===== src/rtl/tnoc_flit_vc_buffer_if.sv =====
// tnoc_flit_vc_buffer_if
//   Bundle of the shared write bus and the per-VC head-of-queue read bus
//   of the virtual-channel input buffer.
//   Write side : i_valid/o_ready per VC, shared i_flit, o_vc_available per VC.
//   Read side  : o_valid/i_ready per VC, o_flit (VC c at [c*FLIT_WIDTH +: FLIT_WIDTH]),
//                o_acknowledgement = o_valid & i_ready.
//   modport slave  : the buffer itself.
//   modport master : the sender/arbiter environment around the buffer.
interface tnoc_flit_vc_buffer_if #(
  parameter int FLIT_WIDTH = 64,
  parameter int CHANNELS   = 2
);
  logic [CHANNELS-1:0]            i_valid;
  logic [CHANNELS-1:0]            o_ready;
  logic [FLIT_WIDTH-1:0]          i_flit;
  logic [CHANNELS-1:0]            o_vc_available;
  logic [CHANNELS-1:0]            o_valid;
  logic [CHANNELS-1:0]            i_ready;
  logic [CHANNELS*FLIT_WIDTH-1:0] o_flit;
  logic [CHANNELS-1:0]            o_acknowledgement;

  modport slave (
    input  i_valid, i_flit, i_ready,
    output o_ready, o_vc_available, o_valid, o_flit, o_acknowledgement
  );

  modport master (
    output i_valid, i_flit, i_ready,
    input  o_ready, o_vc_available, o_valid, o_flit, o_acknowledgement
  );
endinterface


===== src/rtl/tnoc_flit_vc_buffer.sv =====
// tnoc_flit_vc_buffer
//   Per-virtual-channel input FIFO placed upstream of the flit arbiter.
//   Each VC owns a DEPTH-entry FIFO written from a shared flit bus and
//   presents its head-of-queue flit to the arbiter. A per-VC packet tracker
//   reports o_vc_available so senders never interleave packets within a VC.
//   Ports:
//     clk, rst_n : clock, asynchronous active-low reset
//     bus        : tnoc_flit_vc_buffer_if.slave (write bus + per-VC read bus)
//   CHECK_PROTOCOL enables the simulation-only packet framing assertions.
module tnoc_flit_vc_buffer #(
  parameter int FLIT_WIDTH     = 64,
  parameter int CHANNELS       = 2,
  parameter int DEPTH          = 4,
  parameter int HEAD_BIT       = 0,
  parameter int TAIL_BIT       = 1,
  parameter bit CHECK_PROTOCOL = 1'b1
) (
  input logic                  clk,
  input logic                  rst_n,
  tnoc_flit_vc_buffer_if.slave bus
);
  localparam int PTR_W = $clog2(DEPTH);
  localparam int CNT_W = PTR_W + 1;
  localparam logic [CNT_W-1:0] FULL_COUNT = CNT_W'(DEPTH);

  typedef enum logic {
    IDLE,
    IN_PACKET
  } packet_state_e;

  logic                           is_head;
  logic                           is_tail;
  logic [CHANNELS-1:0]            ready_vec;
  logic [CHANNELS-1:0]            valid_vec;
  logic [CHANNELS-1:0]            avail_vec;
  logic [CHANNELS*FLIT_WIDTH-1:0] flit_vec;

  assign is_head = bus.i_flit[HEAD_BIT];
  assign is_tail = bus.i_flit[TAIL_BIT];

  for (genvar c = 0; c < CHANNELS; c++) begin : g_vc
    logic [FLIT_WIDTH-1:0] mem [DEPTH];
    logic [PTR_W-1:0]      rd_ptr;
    logic [PTR_W-1:0]      wr_ptr;
    logic [CNT_W-1:0]      count;
    logic [CNT_W-1:0]      count_next;
    packet_state_e         state;
    packet_state_e         state_next;
    logic                  avail_q;
    logic                  wr_en;
    logic                  rd_en;

    // Acceptance looks only at the registered count, so a full FIFO refuses
    // a write even when the arbiter drains it in the same cycle.
    assign wr_en = bus.i_valid[c] && (count != FULL_COUNT);
    assign rd_en = (count != '0) && bus.i_ready[c];

    always_comb begin
      count_next = count;
      if (wr_en && !rd_en) begin
        count_next = count + 1'b1;
      end else if (!wr_en && rd_en) begin
        count_next = count - 1'b1;
      end
    end

    // Framing errors (head inside a packet, body/tail while idle) still
    // store the flit but never change the packet state.
    always_comb begin
      state_next = state;
      if (wr_en) begin
        if (state == IDLE) begin
          if (is_head && !is_tail) begin
            state_next = IN_PACKET;
          end
        end else if (is_tail && !is_head) begin
          state_next = IDLE;
        end
      end
    end

    always_ff @(posedge clk or negedge rst_n) begin
      if (!rst_n) begin
        rd_ptr  <= '0;
        wr_ptr  <= '0;
        count   <= '0;
        state   <= IDLE;
        avail_q <= 1'b1;
        for (int i = 0; i < DEPTH; i++) begin
          mem[i] <= '0;
        end
      end else begin
        if (wr_en) begin
          mem[wr_ptr] <= bus.i_flit;
          wr_ptr      <= wr_ptr + 1'b1;
        end
        if (rd_en) begin
          rd_ptr <= rd_ptr + 1'b1;
        end
        count   <= count_next;
        state   <= state_next;
        // A new packet may start only once idle with at least one free slot.
        avail_q <= (state_next == IDLE) && (count_next != FULL_COUNT);
      end
    end

    assign ready_vec[c]                          = (count != FULL_COUNT);
    assign valid_vec[c]                          = (count != '0);
    assign avail_vec[c]                          = avail_q;
    assign flit_vec[c*FLIT_WIDTH +: FLIT_WIDTH]  = mem[rd_ptr];

    if (CHECK_PROTOCOL) begin : g_check
      always @(posedge clk) begin
        if (rst_n && wr_en) begin
          a_head_in_packet: assert (!((state == IN_PACKET) && is_head));
          a_body_while_idle: assert (!((state == IDLE) && !is_head));
        end
      end
    end
  end

  assign bus.o_ready           = ready_vec;
  assign bus.o_valid           = valid_vec;
  assign bus.o_vc_available    = avail_vec;
  assign bus.o_flit            = flit_vec;
  assign bus.o_acknowledgement = valid_vec & bus.i_ready;

  always @(posedge clk) begin
    if (rst_n) begin
      a_onehot_write: assert ($onehot0(bus.i_valid));
    end
  end
endmodule


===== src/flat_wrapper.sv =====
// flat-port wrapper written by rule: the top's interface ports become plain ports
module tnoc_flit_vc_buffer_flat 
#(
  parameter int FLIT_WIDTH     = 64,
  parameter int CHANNELS       = 2,
  parameter int DEPTH          = 4,
  parameter int HEAD_BIT       = 0,
  parameter int TAIL_BIT       = 1,
  parameter bit CHECK_PROTOCOL = 1'b1
)
  (clk, rst_n, bus_i_valid, bus_i_flit, bus_i_ready, bus_o_ready, bus_o_vc_available, bus_o_valid, bus_o_flit, bus_o_acknowledgement);
  tnoc_flit_vc_buffer_if #(.FLIT_WIDTH(FLIT_WIDTH), .CHANNELS(CHANNELS)) bus_i ();
  input logic clk;
  input logic rst_n;
  input wire logic [$bits(bus_i.i_valid)-1:0] bus_i_valid;
  input wire logic [$bits(bus_i.i_flit)-1:0] bus_i_flit;
  input wire logic [$bits(bus_i.i_ready)-1:0] bus_i_ready;
  output wire logic [$bits(bus_i.o_ready)-1:0] bus_o_ready;
  output wire logic [$bits(bus_i.o_vc_available)-1:0] bus_o_vc_available;
  output wire logic [$bits(bus_i.o_valid)-1:0] bus_o_valid;
  output wire logic [$bits(bus_i.o_flit)-1:0] bus_o_flit;
  output wire logic [$bits(bus_i.o_acknowledgement)-1:0] bus_o_acknowledgement;
  assign bus_i.i_valid = bus_i_valid;
  assign bus_i.i_flit = bus_i_flit;
  assign bus_i.i_ready = bus_i_ready;
  assign bus_o_ready = bus_i.o_ready;
  assign bus_o_vc_available = bus_i.o_vc_available;
  assign bus_o_valid = bus_i.o_valid;
  assign bus_o_flit = bus_i.o_flit;
  assign bus_o_acknowledgement = bus_i.o_acknowledgement;
  tnoc_flit_vc_buffer #(.FLIT_WIDTH(FLIT_WIDTH), .CHANNELS(CHANNELS), .DEPTH(DEPTH), .HEAD_BIT(HEAD_BIT), .TAIL_BIT(TAIL_BIT), .CHECK_PROTOCOL(CHECK_PROTOCOL)) u_core (.clk(clk), .rst_n(rst_n), .bus(bus_i));
endmodule

===== config.mk =====
export PLATFORM = sky130hd
export DESIGN_NAME = tnoc_flit_vc_buffer_flat
export DESIGN_NICKNAME = d
export VERILOG_FILES = /design/src/rtl/tnoc_flit_vc_buffer_if.sv /design/src/rtl/tnoc_flit_vc_buffer.sv /design/src/flat_wrapper.sv
export SDC_FILE = /design/constraint.sdc
export NUM_CORES = 1
export LEC_CHECK = 0
export CORE_MARGIN = 10
export CORE_UTILIZATION = 47
export DETAILED_ROUTE_END_ITERATION = 16
export PLACE_DENSITY = 0.67
export SYNTH_ARGS = -nofsm -noshare
export SYNTH_HDL_FRONTEND = slang
export SYNTH_SLANG_ARGS = --single-unit

===== constraint.sdc =====
create_clock -name clk -period 2.17 [get_ports clk]
set_input_delay 0.434 -clock clk [delete_from_list [all_inputs] [get_ports clk]]
set_output_delay 0.434 -clock clk [all_outputs]
set_load 0.01 [all_outputs]

* Word-level counts from Yosys, hierarchy flattened
Index checks and enable logic that the tools add are counted.
** Word-level totals
- Flip-flop bits (word level) :: 530
- Bits of input ports :: 70
- Output and inout port bits :: 136
** Cells by class
- Add/sub/neg operators :: 8
- Magnitude comparators :: 6
- Eq/ne operators :: 4
- Mux-type cells :: 22
- Bitwise logic cells :: 7
- Reduce and logical (&&, ||, !) cells :: 22
** Operators by type and width (number)
- 256-bit bitwise mux :: 2
- 64-bit two-way mux :: 6
- 64-bit binary-select mux with 2-bit select :: 2
- 64-bit demux with 2-bit select :: 2
- 1-bit logical AND :: 14
- 3-bit greater-or-equal comparator, second input constant :: 4
- 3-bit two-way mux :: 4
- 3-bit != test, second input constant :: 4
- 2-bit inverter with 3-bit output :: 4
- 2-bit by 1-bit adder with 2-bit output, second input constant :: 4
- 3-bit by 1-bit adder with 3-bit output, second input constant :: 2
- 1-bit zero test :: 6
- 3-bit by 1-bit < comparator with 1-bit output, second input constant :: 2
- 1-bit two-way mux :: 6
- 3-bit nonzero test :: 2
- 3-bit by 1-bit subtractor with 3-bit output, second input constant :: 2
- 2-bit bitwise AND :: 1
- 1-bit inverter :: 2

* Longest topological paths before layout
Gate-level depths: netlist of run 1.
- Word-level depth :: 8
- Gate-level depth with buffers :: 7
- Mapped depth without buffers :: 6

* Worst setup path before layout of run 1
OpenSTA, ideal clock, no wires.
- Path type :: register to register
- Start :: register u_core.g_vc[1].count[0]
- End :: register u_core.g_vc[1].mem[219] (netlist bit)
- Setup time :: 0.127 ns
- Arrival :: 1.819 ns
- Data required time :: 2.043 ns
- Setup slack :: 0.223 ns
- Stages on the path, launching flop included :: 8
- Buffers on the path :: 2
- Clock period less this slack :: 1.947 ns
- Path through :: dfrtp_1 inv_1 ha_1 buf_2 a21boi_4 nand2_4 buf_6 mux2_1
** On the way
- Longest elaborated chain between the ends :: 2
** Ends and longest elaborated chain
- start, declared :: RTL line tnoc_flit_vc_buffer.sv:45 : logic [CNT_W-1:0] count;
- start signal, assigned :: RTL line tnoc_flit_vc_buffer.sv:100 : count <= count_next;
- 3-bit != test :: RTL line tnoc_flit_vc_buffer.sv:55 : assign wr_en = bus.i_valid[c] && (count != FULL_COUNT);
- 1-bit logical AND :: RTL line tnoc_flit_vc_buffer.sv:55
- end signal, assigned by index :: RTL line tnoc_flit_vc_buffer.sv:94 : mem[wr_ptr] <= bus.i_flit;
- end, declared :: RTL line tnoc_flit_vc_buffer.sv:42 : logic [FLIT_WIDTH-1:0] mem [DEPTH];
No other way between the ends.
A chain may end at the register's enable or synchronous reset.

* Worst setup path after layout of run 1
- Start :: register u_core.g_vc[0].rd_ptr[0]
- End :: output port bus_o_flit[1]
** On the way
- Longest elaborated chain between the ends :: 4
** Ends and longest elaborated chain
- start, declared :: RTL line tnoc_flit_vc_buffer.sv:43 : logic [PTR_W-1:0] rd_ptr;
- start signal, assigned :: RTL line tnoc_flit_vc_buffer.sv:98 : rd_ptr <= rd_ptr + 1'b1;
- 2-bit inverter with 3-bit output (implied by the code) :: RTL line tnoc_flit_vc_buffer.sv:110 : assign flit_vec[c*FLIT_WIDTH +: FLIT_WIDTH] = mem[rd_ptr];
- 64-bit binary-select mux with 2-bit select :: RTL line tnoc_flit_vc_buffer.sv:110
- 64-bit two-way mux (implied by the code) (2 in a row) :: RTL line tnoc_flit_vc_buffer.sv:110
- end, declared :: RTL line flat_wrapper.sv:21 : output wire logic [$bits(bus_i.o_flit)-1:0] bus_o_flit;
No other way between the ends. The select of a mux whose other input is x is not followed.

==> reports/qor.txt, run 1 <==
outcome -> finished, violations left
failing checks -> setup timing
Seq/Total Area, Yosys -> 56.3%
DRT antenna net count -> 0
vias in the first global route -> 14622
crit-path cells -> buf_12, buf_12, buf_16, mux4_2, buf_6
All-Layer GR Usage -> 19.2%
largest delay contributor family on the critical path -> buffers and inverters
Final WS setup -> -426 ps
clock latency at the later pin of the worst-skew pair -> 600 ps
adder-cell share of the synthesized area -> 0.786%
VDD IR max -> 0.931 mV
RSZ-0062 raised after global routing -> true
Comb power frac -> 48.6%
dpl cell area -> 26900 um2
# diodes -> 0
# DRC -> 0
post-synthesis async set-or-reset flop share -> 100%
CTS tree -> yes
Cell Rows -> 81
internal power -> 0.0362 W
CTS max path bufs -> 3
Die Height -> 244 um
chip width -> 244 um
critical path class -> flop to output pin
Final #Nets -> 1752
clock power share -> 18.1%
Final Skew -> 24.8 ps
total CTS buffers -> 56
layout cell share with drive strength beyond 1 -> 57.1%
CTS clk-pin slew, worst paths -> 60 ps
global route overflow -> 0
post-DR vias/cell -> 5.58
main combinational cell family by area after synthesis -> multiplexers
CTS root buffer -> clkbuf_16
antenna violations before repair -> 1
Net Sw Frac -> 31.3%
ys flop type -> dfrtp_1
post-synthesis mux area share -> 37.0%
Slew Viols, Final -> 0
Least-Margin Pin Slew -> 477 ps
FF-to-FF setup slack -> 180 ps
placed cell count -> 2229
Total Wirelength -> 56.9 mm
synthesized area -> 23600 um2
peak fanout along the critical path -> 6
Worst Setup Start Kind -> flop
core area -> 49300 um2
Final Cell Area -> 29600 um2
post-synth cell types -> 48
P_sw -> 0.0165 W
Detailed Route Iter0 Violations -> 673
cell leakage power -> 12.8 nW
Max stage delay cell, worst path -> dfrtp_4
area grow syn2layout -> 25.5%
Pre-antenna DRT Iters -> 5
Hold WS -> 411 ps
sequential share of power -> 33.4%
Slew HR -> 68.1%
first-pass GRT wire length -> 89.3 mm
post-synthesis xor/xnor area fraction -> 0.260%
port buffer count -> 205
fin crit period -> 2600 ps
Die Area -> 59500 um2
clock sinks -> 530
Hold Crit Class -> input port to async pin
I/O pin count -> 206
Critical Path AT -> 2160 ps
Layout Cells excl Fill -> 2373
slowest stage delay, CP -> 520 ps
Fmax -> 385 MHz
CP dominant cell by count -> buf_12
flops & latches, synth -> 530
maxcap violations -> 0
Setup-failing EPs final -> 128
post-synthesis simple-gate area fraction -> 1.22%
Final Cycle Share -> 120%
Syn Inst Count -> 1371
Yosys warnings -> 0
Req. time, crit path -> 1740 ps
Initial Util -> 47.8%
via count -> 13240
Worst Path Buf+Inv -> 4
Pwr Density -> 1780 nW/um2
final hold vios -> 0
Critical Path End Type -> output pin
hpwl dp -> 36.0 mm
pin count of the biggest net entering global routing -> 85
routed length per instance -> 24.0 um
Design Power -> 0.0527 W
GP Congestion -> 0.783
Avg Cell Area, Syn -> 17.2 um2
Final TNS setup -> -38410 ps
post-synthesis compound-gate area fraction -> 1.02%
Post-synth EDFFs -> 0
syn nets -> 1455
# H-tree levels -> 2
## metrics by stage
stage / util (%) / worst slack [ps]
global placement: 54.6 / -129
CTS: 60.1 / -473
global route: 60.0 / -499
finish: 60.0 / -426
floorplan: - / 223
detailed placement: 54.6 / -133
## timing repair
item,4_1_cts,5_1_grt
hold buffers,1,0
gates resized for setup,697,28
gates cloned,10,1
buffers inserted,40,4
pin swaps,2,0
endpoints found under the setup margin,134,132
hold endpoints to repair,35,0
## power groups by stage
stage                     registers, W  logic, W  clock network [W]
after floorplan                 0.0166    0.0145                  0
after global placement          0.0174    0.0232                  0
after detailed placement        0.0177    0.0236                  0
after CTS                       0.0175    0.0261            0.00977
after global routing            0.0181    0.0273             0.0102
final                           0.0176    0.0256            0.00953
## worst paths after layout
check / start / endpoint / cells after the start
max reg2reg: u_core.g_vc[0].count[0] / u_core.g_vc[0].avail_q / 8
min: rst_n / u_core.g_vc[1].mem[189] / 2
min reg2reg: u_core.g_vc[1].mem[65] / u_core.g_vc[1].mem[65] / 1
min in group clk: u_core.g_vc[1].mem[65] / u_core.g_vc[1].mem[65] / 1
max in group asynchronous: rst_n / u_core.g_vc[1].mem[4] / 4
max: u_core.g_vc[0].rd_ptr[0] / bus_o_flit[1] / 5
## metal layers
metal / track usage [%] / routed length [um] / vias up
li1: - / - / 5736
met1: 25.8 / 25400 / 7190
met2: 31.6 / 28000 / 259
met3: 4.02 / 2720 / 53
met4: 4.46 / 816 / 2
met5: 0 / 13 / -
## layout by cell type (no fill, tap or decap), types with 15 or more instances in the layout
cell type          n
buf_12            56
buf_4             39
buf_6            137
clkbuf_16         58
clkbuf_8          15
clkdlybuf4s50_1   70
dfrtp_1          522
mux2_1            31
mux2_2           471
mux4_2           128
## final cells by class
cell class              instances  area [um2]
flip-flops and latches        530       13300
repair buffers                329        4020
clock buffers                  86        1690
fillers                      3766       19700
clock inverters                13         150
well taps                     664         831
inverters                      15        56.3
multi-input cells             736        9520
## synth_stat cells (all sizes together) (3+ instances only)
cell | number | area [um2]
dfrtp | 528 | 13200
nand2 | 16 | 120
buf | 75 | 684
ha | 14 | 175
a211oi | 3 | 22.5
mux2i | 3 | 30.0
a31oi | 3 | 18.8
a21oi | 3 | 15.0
mux2 | 512 | 5800
xnor2 | 5 | 43.8
o21ai | 5 | 25.0
a21boi | 3 | 45.1
inv | 15 | 56.3
mux4 | 128 | 2880
clkbuf | 15 | 56.3
nand2b | 8 | 50.1
## sequential cells by signal, indices dropped and copies added, names as in the netlist
signal and cells:
u_core.g_vc.mem 512, u_core.g_vc.count 6, u_core.g_vc.rd_ptr 4, u_core.g_vc.wr_ptr 4, u_core.g_vc.avail_q 2, u_core.g_vc.state 2
## cells by family after synthesis
group,after synthesis
compound gates,30
xor+xnor,7
fa+ha+maj,15
buf+inv,105
flops,530
mux,643
simple gates,41
No activity file was read; power rests on OpenSTA's default activity.
==> run 2: changes to the inputs <==
Settings changed: CTS_CLUSTER_SIZE set to 25.
==> reports/qor.txt, run 2 (synthesis results as in run 1) <==
outcome -> finished, violations left (unchanged)
failing checks -> setup timing (unchanged)
CTS tree -> yes (unchanged)
P_sw -> 0.0165 W (about the same)
Detailed Route Iter0 Violations -> 737 (was 673)
biggest regs -> u_core.g_vc.mem (512), u_core.g_vc.count (6) (unchanged)
most common cell after layout, fill and taps aside -> dfrtp_1 (unchanged)
r2r worst-path depth -> 8 (unchanged)
Die Height -> 244 um (unchanged)
Fmax -> 384 MHz (was 385 MHz)
VDD IR max -> 0.929 mV (was 0.931 mV)
peak fanout along the critical path -> 6 (unchanged)
Worst R2R End -> u_core.g_vc[0].avail_q (unchanged)
CTS clk-pin slew, worst paths -> 60 ps (about the same)
CTS root buffer -> clkbuf_16 (unchanged)
commonest non-fill, non-tap cells in the layout -> dfrtp_1 (522), mux2_2 (471), buf_6 (136) (was dfrtp_1 (522), mux2_2 (471), buf_6 (137))
first-pass GRT wire length -> 89.5 mm (was 89.3 mm)
global route overflow -> 0 (unchanged)
Req. time, crit path -> 1740 ps (about the same)
CTS max path bufs -> 3 (unchanged)
chip width -> 244 um (unchanged)
antenna violations before repair -> 1 (unchanged)
Net Sw Frac -> 31.3% (about the same)
critical path class -> flop to output pin (unchanged)
pin count of the biggest net entering global routing -> 85 (unchanged)
total CTS buffers -> 56 (unchanged)
Final Cell Area -> 29500 um2 (was 29600 um2)
cell leakage power -> 12.8 nW (about the same)
largest delay contributor family on the critical path -> buffers and inverters (unchanged)
Worst Setup Start Kind -> flop (unchanged)
Max stage delay cell, worst path -> dfrtp_4 (unchanged)
maxcap violations -> 0 (unchanged)
dpl cell area -> 26900 um2 (unchanged)
number of flip-flops in the largest register -> 512 (unchanged)
Die Area -> 59500 um2 (unchanged)
# DRC -> 0 (unchanged)
RSZ-0062 raised after global routing -> true (unchanged)
sequential share of power -> 33.4% (about the same)
Critical Path AT -> 2170 ps (was 2160 ps)
vias in the first global route -> 14644 (was 14622)
FF-to-FF setup slack -> 190 ps (was 180 ps)
port buffer count -> 205 (unchanged)
hpwl dp -> 36.0 mm (unchanged)
Least-Margin Pin Slew -> 470 ps (was 477 ps)
fillers -> 3766 (unchanged)
All-Layer GR Usage -> 19.3% (was 19.2%)
Comb power frac -> 48.7% (was 48.6%)
Worst Path Buf+Inv -> 4 (unchanged)
routed length per instance -> 23.9 um (was 24.0 um)
GP Congestion -> 0.783 (unchanged)
Pre-antenna DRT Iters -> 5 (unchanged)
Total Wirelength -> 56.8 mm (was 56.9 mm)
Final Skew -> 24.4 ps (was 24.8 ps)
clock power share -> 17.9% (was 18.1%)
Layout Cells excl Fill -> 2374 (was 2373)
core area -> 49300 um2 (unchanged)
fin crit period -> 2600 ps (about the same)
Initial Util -> 47.8% (unchanged)
I/O pin count -> 206 (unchanged)
# diodes -> 0 (unchanged)
placed cell count -> 2229 (unchanged)
clock sinks -> 530 (unchanged)
clock latency at the later pin of the worst-skew pair -> 610 ps (was 600 ps)
internal power -> 0.0362 W (about the same)
Final Cycle Share -> 120% (about the same)
Final #Nets -> 1753 (was 1752)
Cell Rows -> 81 (unchanged)
largest reg by FF count -> u_core.g_vc.mem (unchanged)
post-DR vias/cell -> 5.57 (was 5.58)
Pwr Density -> 1780 nW/um2 (about the same)
RR Startpoint -> u_core.g_vc[0].count[0] (unchanged)
layout cell share with drive strength beyond 1 -> 57.1% (about the same)
Setup-failing EPs final -> 128 (unchanged)
Final WS setup -> -432 ps (was -426 ps)
Slew HR -> 68.6% (was 68.1%)
final hold vios -> 0 (unchanged)
crit-path cells -> buf_12, buf_12, buf_16, mux4_2, buf_6 (unchanged)
DRT antenna net count -> 0 (unchanged)
Slew Viols, Final -> 0 (unchanged)
Critical Path End Type -> output pin (unchanged)
# H-tree levels -> 2 (unchanged)
Hold Crit Class -> input port to async pin (unchanged)
slowest stage delay, CP -> 520 ps (about the same)
CP dominant cell by count -> buf_12 (unchanged)
via count -> 13231 (was 13240)
Design Power -> 0.0527 W (about the same)
area grow syn2layout -> 25.5% (about the same)
run 2: per-layer routing:
layer  up-vias  wire length (um)  GRT usage, %
met5         -                13             0
met4         2               910          4.60
met3        62              2600          3.86
met2       242             28100          31.7
met1      7187             25200          25.9
li1       5738                 -             -
run 2: what timing repair did:
item	in CTS	in global routing
pin swaps	2	0
gates cloned	11	0
hold endpoints to repair	35	0
hold buffers	1	0
gates resized for setup	700	29
setup buffers	41	4
endpoints found under the setup margin	134	132
run 2: power groups by stage:
stage / Clock, W / Sequential, W / Combinational, W
2_1_floorplan: 0 / 0.0166 / 0.0145
4_1_cts: 0.00967 / 0.0175 / 0.0262
6_report: 0.00943 / 0.0176 / 0.0256
5_1_grt: 0.0101 / 0.0181 / 0.0273
3_3_place_gp: 0 / 0.0174 / 0.0232
3_5_place_dp: 0 / 0.0177 / 0.0236
run 2: layout make-up:
cell class | instances | area (um2) | share of cell area, %
Clock buffer | 87 | 1690 | 5.72
Clock inverter | 12 | 124 | 0.419
Inverter | 15 | 56.3 | 0.191
Multi-Input combinational cell | 736 | 9520 | 32.2
Sequential cell | 530 | 13300 | 45.0
Tap cell | 664 | 831 | 2.81
Timing Repair Buffer | 330 | 4040 | 13.7
run 2: how the worst max path moves through the flow:
stage | depth (start not counted) | to | slack [ps] | start
finish | 5 | bus_o_flit[1] | -430 | u_core.g_vc[0].rd_ptr[0]
global route | 5 | bus_o_flit[1] | -500 | u_core.g_vc[0].rd_ptr[0]
CTS | 5 | bus_o_flit[1] | -480 | u_core.g_vc[0].rd_ptr[0]
detailed placement | 3 | bus_o_flit[1] | -130 | u_core.g_vc[0].rd_ptr[0]
global placement | 3 | bus_o_flit[1] | -130 | u_core.g_vc[0].rd_ptr[0]
floorplan | 7 | u_core.g_vc[1].mem[219] | 220 | u_core.g_vc[1].count[0]
run 2: stage by stage:
stage / worst slack [ps] / TNS [ps] / hold WS, ps / utilization (%)
detailed placement: -133 / -7280 / 389 / 54.6
finish: -432 / -39630 / 414 / 60.0
CTS: -476 / -48380 / 396 / 60.1
global route: -502 / -47600 / 427 / 60.0
global placement: -129 / -6270 / 382 / 54.6
floorplan: 223 / 0 / 138 / -
run 2: worst reg2reg max path, delay by kind of cell, from the launching register on:
family / cells / cell delay [ps]
simple gates: 1 / 520
compound gates: 3 / 470
buf+inv: 3 / 340
fa+ha+maj: 1 / 170
flops: 1 / 390
==> RTL change 1 (settings of run 2) <==
`CHANNELS` is set to 2 in 3 places; all go to 4.
--- a/src/rtl/tnoc_flit_vc_buffer_if.sv
+++ b/src/rtl/tnoc_flit_vc_buffer_if.sv
@@ -8,7 +8,7 @@
 //   modport master : the sender/arbiter environment around the buffer.
 interface tnoc_flit_vc_buffer_if #(
   parameter int FLIT_WIDTH = 64,
-  parameter int CHANNELS   = 2
+  parameter int CHANNELS   = 4
 );
   logic [CHANNELS-1:0]            i_valid;
   logic [CHANNELS-1:0]            o_ready;
--- a/src/rtl/tnoc_flit_vc_buffer.sv
+++ b/src/rtl/tnoc_flit_vc_buffer.sv
@@ -9,7 +9,7 @@
 //   CHECK_PROTOCOL enables the simulation-only packet framing assertions.
 module tnoc_flit_vc_buffer #(
   parameter int FLIT_WIDTH     = 64,
-  parameter int CHANNELS       = 2,
+  parameter int CHANNELS       = 4,
   parameter int DEPTH          = 4,
   parameter int HEAD_BIT       = 0,
   parameter int TAIL_BIT       = 1,
--- a/src/flat_wrapper.sv
+++ b/src/flat_wrapper.sv
@@ -2,7 +2,7 @@
 module tnoc_flit_vc_buffer_flat 
 #(
   parameter int FLIT_WIDTH     = 64,
-  parameter int CHANNELS       = 2,
+  parameter int CHANNELS       = 4,
   parameter int DEPTH          = 4,
   parameter int HEAD_BIT       = 0,
   parameter int TAIL_BIT       = 1,
Ports: changed (7 resized); port bits go from 206 to 346. No check against the original RTL was run, so the function may have changed too.
==> RTL change 1 against run 2 <==
The flow still finishes with violations (negative setup slack); final area grew 110%; worst setup slack lost 0.19 ns; total power grew 120%; first-iteration DRC count grew 120%; synthesized area grew 110%; die area grew 100%; sequential cell count grew 530; wire length grew 140%; highest routed layer unchanged.
==> RTL change 1: results (changes against run 2) <==
| Metric | Value |
|---|---|
| GPL Wtd Cong | 0.7952 (was 0.7828) |
| Comb. pwr | 56.9 mW (was 25.6 mW) |
| Detailed-route wire length | 136000 um (was 56840 um) |
| Met3 wire length | 7910 um (was 2595 um) |
| Worst-margin pin slew | 0.8198 ns (was 0.4699 ns) |
| Worst-path maximum fanout | 5 (was 6) |
| Cts bufs inserted | 114 (was 56) |
| Largest net degree at the start of global routing | 92 (was 85) |
| Fraction of layout cells with a size suffix above 1 | 55.66% (was 57.08%) |
| Run status | finished, violations left (unchanged) |
| Vias | 27520 (was 13230) |
| Top Registers | u_core.g_vc.mem (1024), u_core.g_vc.count (12) (was u_core.g_vc.mem (512), u_core.g_vc.count (6)) |
| Placed Cells | 4522 (was 2229) |
| Synth cell count leaders | 1056 x dfrtp_1, 536 x mux2_4, 282 x mux2_2, 256 x mux4_2, 192 x mux2_1 (was 528 x dfrtp_1, 471 x mux2_2, 128 x mux4_2, 48 x buf_6, 31 x mux2_1) |
| Top cells by area, synth | dfrtp_1 53%, mux2_4 16%, mux4_2 12% (was dfrtp_1 56%, mux2_2 23%, mux4_2 12%) |
| Post-DP HPWL | 87490 um (was 36020 um) |
| GR Layer Usage met1 | 30.08% (was 25.85%) |
| Seq pwr | 36.1 mW (was 17.6 mW) |
| GRT Resource Usage Total | 22.77% (was 19.26%) |
| Skew-Pair Late Insertion Delay | 0.71 ns (was 0.61 ns) |
| Post-route insts no fill | 4862 (was 2374) |
| P_leak | 28.43 nW (was 12.77 nW) |
| Initial antenna violation count | 3 (was 1) |
| Post-route setup slack | -0.6174 ns (was -0.4319 ns) |
| Clk power | 20.7 mW (was 9.43 mW) |
| H-Tree Depth | 3 (was 2) |
| Met3 usage | 5.521% (was 3.862%) |
| Final number of setup-violating endpoints | 258 (was 128) |
| Failing checks | negative setup slack (unchanged) |
| Sequential area share after synthesis | 53.60% (was 56.32%) |
| First-pass GRT wire length | 204500 um (was 89540 um) |
| Skew final | 0.02405 ns (was 0.02442 ns) |
[RTL change 1: cell count changes in the layout (fill, tap and decap cells not counted), sizes merged, moves of 17 or more]
cell and change:
buf +306, clkbuf +127, dfrtp +528, inv +17
mux2 +498, mux4 +128, nand2 +45, o21ai +29
[RTL change 1: logic make-up (layout without fill, tap and decap cells)]
family	after synthesis	count (layout)	share of synthesized area, %
xor gates and xnor gates	16	16	0.2831
buffers and inverters	284	937	4.593
DFF	1060	1060	53.60
other	0	2	0
adders and majority gates	28	28	0.7078
muxes	1276	1276	38.89
and+or+nand+nor	93	93	1.014
AOI/OAI and AO/OA	70	70	0.9150
[RTL change 1: what timing repair did]
action / CTS / global route
hold buffers: 1 / 0
buffers inserted: 76 / 51
pin swaps: 4 / 7
gates cloned: 15 / 3
hold endpoints to repair: 45 / 0
gates resized for setup: 1032 / 392
setup endpoints to repair: 524 / 267
[RTL change 1: metrics by stage]
step / instance area (um^2) / setup TNS, ns
2_1_floorplan: 49500 / 0
3_3_place_gp: 55560 / -33.03
3_5_place_dp: 55560 / -42.91
4_1_cts: 60770 / -149.55
5_1_grt: 61300 / -139.95
6_report: 61300 / -122.14
[RTL change 1: cell type report]
class                   count  area (um^2)
diodes                      2        5.005
clock buffers             164         3322
clock inverters            48        701.9
fillers                  7705        42780
inverters                  27        101.3
multi-input cells        1483        20830
flip-flops and latches   1060        26560
well taps                1380         1727
repair buffers            698         8051
[RTL change 1: worst paths after layout]
path	end	slack [ns]	cells past startpoint
max	bus_o_flit[61]	-0.62	5
min	u_core.g_vc[0].mem[94]	0.26	2
max reg2reg	u_core.g_vc[2].mem[120]	0.06	9
min reg2reg	u_core.g_vc[1].mem[65]	0.48	2
max in group asynchronous	u_core.g_vc[3].mem[77]	0.87	4
min in group clk	u_core.g_vc[1].mem[65]	0.48	2
==> RTL change 2 (config.mk and constraints of run 2) <==
Without the edit above. Register the output `bus.o_acknowledgement`, without a reset; this adds one clock of latency there.
--- a/src/rtl/tnoc_flit_vc_buffer.sv
+++ b/src/rtl/tnoc_flit_vc_buffer.sv
@@ -123,7 +123,9 @@
   assign bus.o_valid           = valid_vec;
   assign bus.o_vc_available    = avail_vec;
   assign bus.o_flit            = flit_vec;
-  assign bus.o_acknowledgement = valid_vec & bus.i_ready;
+  always_ff @(posedge clk) begin
+    bus.o_acknowledgement <= valid_vec & bus.i_ready;
+  end
 
   always @(posedge clk) begin
     if (rst_n) begin
Function: changed (Yosys sat finds a counterexample within 4 cycles, from zero or initial values and one cycle with rst_n low).
==> RTL change 2 against run 2 <==
The flow still finishes with violations (negative setup slack); sequential cell count rose by 2; non-clock buffer count did not move; synthesized cell count did not move; combinational power barely moved; via count rose by 0.45%; synthesized area rose by 0.11%; die area barely moved; first-iteration DRC count fell by 17%; total power rose by 0.23%; wire length fell by 0.22%; worst setup slack got worse by 0.015 ns; highest routed layer is now met4; final area rose by 0.16%; sequential share of layout area rose by 0.061 points.
==> RTL change 2: results (changes against run 2) <==
| Metric | Value |
|---|---|
| Run status | finished, violations left (unchanged) |
| Failing checks | negative setup slack (unchanged) |
| H-Tree Depth | 2 (unchanged) |
| GRT Resource Usage Total | 19.35% (was 19.26%) |
| Post-DP HPWL | 36210 um (was 36020 um) |
| Fraction of layout cells with a size suffix above 1 | 56.83% (was 57.08%) |
| Detailed-route wire length | 56720 um (was 56840 um) |
| Worst-path maximum fanout | 7 (was 6) |
| Synth cell types | 49 (was 48) |
| 1st-pass router iterations | 6 (was 5) |
| Final number of setup-violating endpoints | 128 (unchanged) |
| Worst-path clk slew | 0.06 ns (about the same) |
| Post-route setup slack | -0.4472 ns (was -0.4319 ns) |
| Worst-case clock buffer depth | 3 (unchanged) |
| Post-Syn Nets | 1455 (unchanged) |
| WP data arrival | 2.18 ns |
| GR Layer Usage met1 | 25.38% (was 25.85%) |
| Top Registers | u_core.g_vc.mem (512), u_core.g_vc.count (6) (unchanged) |
| Setup WS pre-CTS | -0.1189 ns (was -0.1328 ns) |
| Root buffer cell | clkbuf_16 (unchanged) |
| P_leak | 12.77 nW (about the same) |
| # nets final | 1755 (was 1753) |
| Routing usage on met2 | 32.90% (was 31.71%) |
| Largest net degree at the start of global routing | 87 (was 85) |
| Rel. slew slack | 68.58% (was 68.57%) |
| Met3 usage | 3.946% (was 3.862%) |
| GPL Wtd Cong | 0.7220 (was 0.7828) |
| Top cells by area, synth | dfrtp_1 56%, mux2_2 22%, mux4_2 12% (was dfrtp_1 56%, mux2_2 23%, mux4_2 12%) |
| Placed cell areas | 26910 um^2 (was 26880 um^2) |
| Synth Flop Type | dfrtp_1 (unchanged) |
| Vias | 13290 (was 13230) |
| I/O Buffers | 205 (unchanged) |
| Sequential area share after synthesis | 56.43% (was 56.32%) |
| R2r setup slk | 0.13 ns (was 0.19 ns) |
| Initial antenna violation count | 0 (was 1) |
| DRT iter0 DRCs | 612 (was 737) |
| Vias in the first global route | 14550 (was 14640) |
| Skew-Pair Late Insertion Delay | 0.60 ns |
| Maximum VDD drop | 0.0009516 V (was 0.0009286 V) |
| Hold Path Class | in -> async (unchanged) |
| Synth cell count leaders | 528 x dfrtp_1, 471 x mux2_2, 128 x mux4_2, 48 x buf_6, 31 x mux2_1 (unchanged) |
| Asr flop ratio synth | 99.62% (was 100.0%) |
| Skew final | 0.01518 ns (was 0.02442 ns) |
| First-pass GRT wire length | 89580 um (was 89540 um) |
| Cts bufs inserted | 56 (unchanged) |
-- RTL change 2: path summary, 6_finish.rpt --
check,start,end,cells past startpoint
max in group asynchronous,rst_n,u_core.g_vc[0].mem[215],3
setup reg to reg,u_core.g_vc[0].count[1],u_core.g_vc[0].mem[51],9
hold reg to reg,u_core.g_vc[0].mem[242],u_core.g_vc[0].mem[242],1
setup / recovery,u_core.g_vc[0].rd_ptr[0],bus_o_flit[1],5
min in group clk,u_core.g_vc[0].mem[242],u_core.g_vc[0].mem[242],1
hold / removal,rst_n,u_core.g_vc[0].mem[165],2
-- RTL change 2: layer usage --
| metal | vias up | routed length, um |
|---|---|---|
| li1 | 5752 | - |
| met1 | 7234 | 24220 |
| met2 | 238 | 29130 |
| met3 | 67 | 2558 |
| met4 | 0 | 807 |
| met5 | - | 0 |
-- RTL change 2: worst max-delay path, stage by stage, from the launching register on --
cell and delay (ns):
dfrtp_4 0.52, buf_12 0.15, buf_12 0.12, buf_16 0.15
mux4_2 0.49, buf_6 0.15
-- RTL change 2: final cells by class --
type	count	area, um^2
multi-input combinational	736	9518
antenna	1	2.502
clock inverter	14	177.7
inverter	15	56.30
fill	3867	20270
clock buffer	85	1662
tap	672	840.8
timing repair buffer	330	4018
sequential	532	13320
-- RTL change 2: what timing repair did --
item | in CTS | in global routing
buffers inserted | 31 | 9
pin swaps | 0 | 2
hold buffers | 1 | 0
cloned | 13 | 0
resized for setup | 674 | 41
endpoints found under the hold margin | 31 | 0
setup endpoints to repair | 161 | 324
-- RTL change 2: power breakdown --
group | internal, mW | total, mW | leakage [nW] | switching (mW)
Clock | 5.71 | 9.55 | 0.898 | 3.84
Sequential | 15.1 | 17.7 | 6.30 | 2.59
Combinational | 15.6 | 25.6 | 5.57 | 10.0
Total | 36.3 | 52.8 | 12.8 | 16.4
-- RTL change 2: stage by stage --
stage / util (%) / hold WS [ns] / cells / power (mW) / TNS, ns
global placement: 53.96 / 0.3511 / 2242 / 40.68 / -9.366
floorplan: - / 0.1384 / 1371 / 31.15 / 0
detailed placement: 53.96 / 0.3529 / 2242 / 41.34 / -15.50
CTS: 59.28 / 0.3112 / 2383 / 53.29 / -50.92
global route: 59.35 / 0.3367 / 2384 / 55.74 / -51.14
finish: 59.35 / 0.3241 / 2385 / 52.79 / -42.41
-- RTL change 2: cells by family (layout without fill, tap and decap cells) --
| family | after synthesis | in the layout | share of synthesized area, % |
|---|---|---|---|
| adder cells (fa/ha/maj) | 15 | 15 | 0.7854 |
| AND/OR/NAND/NOR | 41 | 41 | 1.221 |
| flip-flops | 532 | 532 | 56.43 |
| buffers and inverters | 103 | 444 | 3.317 |
| AO/OA/AOI/OAI | 30 | 30 | 1.019 |
| multiplexers | 643 | 643 | 36.97 |
| XOR/XNOR | 7 | 7 | 0.2600 |
| other | 0 | 1 | 0 |
